`config.mk`:
```
export PLATFORM = sky130hd
export DESIGN_NAME = sp_ram_be
export DESIGN_NICKNAME = d
export VERILOG_FILES = /design/src/rtl/sp_ram_pkg.sv /design/src/rtl/sp_ram_be_outpipe.sv /design/src/rtl/sp_ram_be.sv
export SDC_FILE = /design/constraint.sdc
export NUM_CORES = 2
export LEC_CHECK = 0
export BUFFER_PORTS_ARGS = -buffer_cell sky130_fd_sc_hd__buf_2
export CAP_MARGIN = 20
export CORE_MARGIN = 3
export CORE_UTILIZATION = 55
export DETAILED_ROUTE_END_ITERATION = 10
export GPL_ROUTABILITY_DRIVEN = 0
export PLACE_DENSITY = 0.71
export RECOVER_POWER = 100
export SLEW_MARGIN = 20
export SYNTH_ARGS = -nofsm -noshare
export SYNTH_HDL_FRONTEND = slang
export SYNTH_SLANG_ARGS = --single-unit
```
`constraint.sdc`:
```
create_clock -name i_clk -period 18 [get_ports i_clk]
set_input_delay 2.7 -clock i_clk [delete_from_list [all_inputs] [get_ports i_clk]]
set_output_delay 2.7 -clock i_clk [all_outputs]
set_load 0.01 [all_outputs]
```
`src/rtl/sp_ram_pkg.sv`:
```
// Shared types and helpers for the byte-enable single-port RAM.
// No logic of its own: state encoding, read-mode encodings, lane-merge function.
// Backpressure: not applicable.
package sp_ram_pkg;

    typedef enum logic {
        ST_CLEAR = 1'b0,
        ST_READY = 1'b1
    } state_t;

    localparam int RDM_NO_CHANGE  = 0;
    localparam int RDM_WRITE_THRU = 1;

    // Widest word the merge helper handles; callers zero-extend into it.
    localparam int MAX_DATA_W = 1024;
    localparam int MAX_BE_W   = MAX_DATA_W / 8;

    function automatic int be_width(input int data_w);
        return data_w / 8;
    endfunction

    function automatic logic [MAX_DATA_W-1:0] be_merge(
        input logic [MAX_DATA_W-1:0] old_w,
        input logic [MAX_DATA_W-1:0] new_w,
        input logic [MAX_BE_W-1:0]   be
    );
        logic [MAX_DATA_W-1:0] m;
        m = old_w;
        for (int i = 0; i < MAX_BE_W; i++) begin
            if (be[i]) begin
                m[8*i +: 8] = new_w[8*i +: 8];
            end
        end
        return m;
    endfunction

endpackage

```
`src/rtl/sp_ram_be_outpipe.sv`:
```
// Optional output register stage for read data and its valid strobe.
// Latency: 1 cycle. Backpressure: none, data is captured only when valid.
// Flushed by reset only; a word in flight at reset is lost.
module sp_ram_be_outpipe #(
    parameter int DATA_W = 8
) (
    input  logic              i_clk,
    input  logic              i_rst_n,
    input  logic              i_vld,
    input  logic [DATA_W-1:0] i_dat,
    output logic              o_vld,
    output logic [DATA_W-1:0] o_dat
);

    logic              r_vld;
    logic [DATA_W-1:0] r_dat;

    always_ff @(posedge i_clk or negedge i_rst_n) begin
        if (!i_rst_n) begin
            r_vld <= 1'b0;
            r_dat <= '0;
        end else begin
            r_vld <= i_vld;
            if (i_vld) begin
                r_dat <= i_dat;
            end
        end
    end

    assign o_vld = r_vld;
    assign o_dat = r_dat;

endmodule

```
`src/rtl/sp_ram_be.sv`:
```
// Single-port RAM with byte enables, selectable read-during-write and post-reset clear.
// Latency: 1 cycle (OUT_REG=0) or 2 cycles (OUT_REG=1), full throughput.
// Backpressure: none; accesses while o_busy=1 are silently dropped.
module sp_ram_be
    import sp_ram_pkg::*;
#(
    parameter  int DATA_W       = 8,
    parameter  int ADDR_W       = 8,
    parameter  int DEPTH        = 256,
    parameter  int RD_MODE      = 0,
    parameter  int OUT_REG      = 0,
    parameter  int CLEAR_ON_RST = 1,
    localparam int BE_W         = be_width(DATA_W)
) (
    input  logic              i_clk,
    input  logic              i_rst_n,
    input  logic              i_en,
    input  logic              i_we,
    input  logic [BE_W-1:0]   i_be,
    input  logic [ADDR_W-1:0] i_addr,
    input  logic [DATA_W-1:0] i_wdata,
    output logic [DATA_W-1:0] o_rdata,
    output logic              o_rvalid,
    output logic              o_busy
);

    localparam logic [ADDR_W:0]   DEPTH_L = (ADDR_W + 1)'(DEPTH);
    localparam logic [ADDR_W-1:0] LAST_A  = ADDR_W'(DEPTH - 1);

    if (DATA_W % 8 != 0) begin : g_chk_data_w
        $error("sp_ram_be: DATA_W must be a multiple of 8");
    end
    if (DATA_W > MAX_DATA_W) begin : g_chk_data_max
        $error("sp_ram_be: DATA_W exceeds MAX_DATA_W");
    end
    if (DEPTH < 1) begin : g_chk_depth_min
        $error("sp_ram_be: DEPTH must be at least 1");
    end
    if (64'(DEPTH) > (64'd1 << ADDR_W)) begin : g_chk_depth_max
        $error("sp_ram_be: DEPTH must not exceed 2**ADDR_W");
    end
    if (RD_MODE != RDM_NO_CHANGE && RD_MODE != RDM_WRITE_THRU) begin : g_chk_rd_mode
        $error("sp_ram_be: RD_MODE must be 0 or 1");
    end

    state_t            r_state;
    state_t            w_state_nxt;
    logic [ADDR_W-1:0] r_clr_cnt;
    logic [ADDR_W-1:0] w_clr_cnt_nxt;
    logic [DATA_W-1:0] r_mem [DEPTH];
    logic [DATA_W-1:0] r_rdata;
    logic              r_rvalid;

    logic              w_busy;
    logic              w_acc;
    logic              w_in_rng;
    logic              w_ret;
    logic [DATA_W-1:0] w_old;
    logic [DATA_W-1:0] w_merged;
    logic [DATA_W-1:0] w_ret_dat;

    always_comb begin
        w_state_nxt   = r_state;
        w_clr_cnt_nxt = r_clr_cnt;
        case (r_state)
            ST_CLEAR: begin
                w_clr_cnt_nxt = r_clr_cnt + ADDR_W'(1);
                if (r_clr_cnt == LAST_A) begin
                    w_state_nxt = ST_READY;
                end
            end
            default: begin
                w_state_nxt = ST_READY;
            end
        endcase
    end

    always_ff @(posedge i_clk or negedge i_rst_n) begin
        if (!i_rst_n) begin
            r_state   <= (CLEAR_ON_RST != 0) ? ST_CLEAR : ST_READY;
            r_clr_cnt <= '0;
        end else begin
            r_state   <= w_state_nxt;
            r_clr_cnt <= w_clr_cnt_nxt;
        end
    end

    assign w_busy   = (r_state == ST_CLEAR);
    assign w_acc    = i_en && !w_busy;
    assign w_in_rng = ({1'b0, i_addr} < DEPTH_L);
    assign w_old    = w_in_rng ? r_mem[i_addr] : '0;
    assign w_merged = DATA_W'(be_merge(MAX_DATA_W'(w_old), MAX_DATA_W'(i_wdata), MAX_BE_W'(i_be)));
    assign w_ret    = w_acc && (!i_we || RD_MODE != RDM_NO_CHANGE);

    // Out-of-range writes leave memory untouched, so a write-through reports zero.
    assign w_ret_dat = !w_in_rng ? '0 : (i_we ? w_merged : w_old);

    always_ff @(posedge i_clk) begin
        if (w_busy) begin
            r_mem[r_clr_cnt] <= '0;
        end else if (w_acc && i_we && w_in_rng) begin
            r_mem[i_addr] <= w_merged;
        end
    end

    always_ff @(posedge i_clk or negedge i_rst_n) begin
        if (!i_rst_n) begin
            r_rdata  <= '0;
            r_rvalid <= 1'b0;
        end else begin
            r_rvalid <= w_ret;
            if (w_ret) begin
                r_rdata <= w_ret_dat;
            end
        end
    end

    if (OUT_REG != 0) begin : g_opipe
        sp_ram_be_outpipe #(
            .DATA_W (DATA_W)
        ) u_outpipe (
            .i_clk   (i_clk),
            .i_rst_n (i_rst_n),
            .i_vld   (r_rvalid),
            .i_dat   (r_rdata),
            .o_vld   (o_rvalid),
            .o_dat   (o_rdata)
        );
    end else begin : g_nopipe
        assign o_rdata  = r_rdata;
        assign o_rvalid = r_rvalid;
    end

    assign o_busy = w_busy;

endmodule

```
==> out/metrics.yaml <==
clock_network:
  clk_latency_ns: 0.85
  ctsHoldBuffers: 0
  cts_setup_buffers: 0
  cts_resized: 0
  cts_tree: "done"
  cts.path.max_buffers: 3
  htreeDepth: 4
  cts-buffers-inserted: 198
  clock_sinks: 2066
  clkTransAtPathRegs_ns: 0.06
  cts-root-buf: "clkbuf_16"
setup_path:
  crit_path_max_fanout: 88
  required_ns: 18.51
  crit_type: "in -> reg"
  r2r_cells: 5
  arrival_ns: 12.67
  cp-end-kind: "flop"
  start_kind: "input pin"
synth:
  ys_ff_latch: 2066
  ys_top_cells_by_count: "2048 x edfxtp_1, 498 x mux4_2, 311 x nor2_1"
  synth_edf_count: 2048
  ys_seq_area_share_pct: 76.8
  async_flop_share_pct: 0.871
  netlist_area_um2: 80600
  synthTopCellsByArea: "edfxtp_1 76%, mux4_2 14%, nor2_1 1.4%"
  yosysMostFrequentCell: "edfxtp_1"
  ys.flop_type: "edfxtp_1"
  synthesis.instances: 3834
  synth_warnings: 0
  synth_top_area_share_pct: 76.3
  yosys.area.top_type: "edfxtp_1"
  synth_area_per_cell_um2: 21.0
  synth_cell_types: 68
  synth_nets: 3856
detailed_routing:
  postRouteAntennaNets: 0
  vias: 41200
  drc: 0
  first_iter_violations: 6744
  viasPerCell: 6.87
  drt_wl_total_mm: 210
  dr.pass1.iters: 10
  wl_per_cell_um: 35.0
placed_design:
  numPortBuffers: 30
  post_dp_cell_area_um2: 82600
  hpwlAfterDp_mm: 127
sta:
  fmax_mhz: 82.3
  fin_setup_tns_ns: 0
  finalHoldViolCount: 0
  min_period_ns: 12.16
  whs_ns: 0.481
  relSlewSlack_pct: -308
  grt_setup_unrepaired: "false"
  skew_ns: 0.0405
  slew_viol_final: 283
  finalCritPeriodShare_pct: 67.5
  setup_viol: 0
  tightest_slew_ns: 6.12
global_route:
  track_usage_pct: 28.1
  grt_first_pass_wirelength_mm: 301
  grt_max_degree: 193
  grt_pass1_vias: 40500
  grt_overflow: 0
  antenna_found_initial: 8
layout:
  drive_above_1_share_pct: 22.0
  final_util_pct: 61.3
  area_growth_pct: 9.93
  nets: 3952
  fin_area_um2: 88600
worst_hold_path:
  holdPathStages: 2
  worstHoldPathType: "reg -> reg"
die:
  start_util_pct: 55.8
  rows: 139
  die_area_um2: 151000
  die_h_um: 389
  fp.coreArea_um2: 145000
  fp.dieW_um: 389
  io_pins: 31
pwr:
  p_leak_nw: 22.2
  power_mw: 9.41
  ir_drop_uv: 115
  p_per_area_nw_per_um2: 106
outcome:
  failed_checks: "max-capacitance violations, max-slew violations"
  status: "finished, violations left"
run:
  max-cap-violations: 17
## cells in the final DEF (no fill, tap or decap), types with 7 or more instances in the layout
cell type	netlist	routed
o21ai_0	18	24
nand3b_1	9	9
nor2_1	311	308
o221ai_1	20	20
edfxtp_1	2048	2048
bufinv_16	0	9
and2_1	9	8
clkbuf_16	0	200
a32oi_1	11	11
clkinv_2	0	33
dfrtp_1	18	18
nand4_1	8	8
mux4_2	498	498
nand3_1	52	52
a22oi_1	82	82
nor4_1	9	8
a31oi_1	7	7
o21ai_1	14	8
nor2b_1	14	10
o22ai_1	33	33
nor3_1	25	23
mux2i_1	87	87
a221oi_1	16	16
o211ai_1	7	7
buf_4	54	64
clkbuf_1	66	82
nand2_1	141	137
nand2b_1	13	13
a21oi_1	55	55
clkinv_1	1	43
mux2_2	25	23
buf_2	63	14
## where the power goes
part	total [mW]	internal [mW]	switching, mW	leakage, nW
registers	5.20	5.20	0	14.4
logic	0.258	0.0805	0.177	4.87
clock network	3.95	2.18	1.77	2.98
## through the flow
step | cells | worst slack (ns)
final | 5994 | 5.84
after global routing | 5991 | 5.35
after CTS | 5985 | 10.21
after detailed placement | 5629 | 9.33
after global placement | 5627 | 8.79
after floorplan | 3834 | 1.26
## state kept, by name (all words and copies together) (netlist names)
register / count
r_clr_cnt: 8
r_mem: 2048
o_rvalid: 1
r_state: 1
o_rdata: 8
## cells by family after synthesis
group	Yosys count	share of synthesized area [%]
DFF	2066	76.8
and+or+nand+nor	615	3.28
muxes	611	15.4
AOI/OAI and AO/OA	303	2.63
buffers and inverters	231	1.80
xor gates and xnor gates	7	0.0760
adders and majority gates	1	0.0155
## routing by layer
layer | global-route usage [%] | part of all wire (%)
met5 | 0 | 0.033
met4 | 10.9 | 4.2
met3 | 8.46 | 13
met2 | 41.6 | 46
met1 | 39.8 | 37
## worst max-delay path: stages
cell,delay [ns]
clkbuf_1,4.20
buf_4,1.04
inv_1,0.76
buf_4,0.56
nor2_1,0.75
a22oi_1,0.37
o211ai_1,0.26
nand3_1,0.23
a31o_4,0.48
clkbuf_1,0.62
buf_16,0.43
## area by class of cell
type,instances,area [um^2]
tap,1903,2380
clock inverter,105,872
clock buffer,251,5220
inverter,7,26.3
timing repair buffer,120,843
antenna,5,12.5
multi-input combinational,1537,17300
sequential,2066,61900
fill,9754,55900
## worst paths after layout
path,start,endpoint,slack (ns)
setup / recovery,i_addr[2],r_mem[70][5],5.84
hold / removal,o_rdata[0],o_rdata[0],0.48
setup reg to reg,r_state,r_mem[7][5],12.38
hold reg to reg,o_rdata[0],o_rdata[0],0.48
max in group asynchronous,i_rst_n,r_clr_cnt[0],15.01
min in group asynchronous,i_rst_n,o_rdata[5],2.16
(Power assumes the default switching activity.)
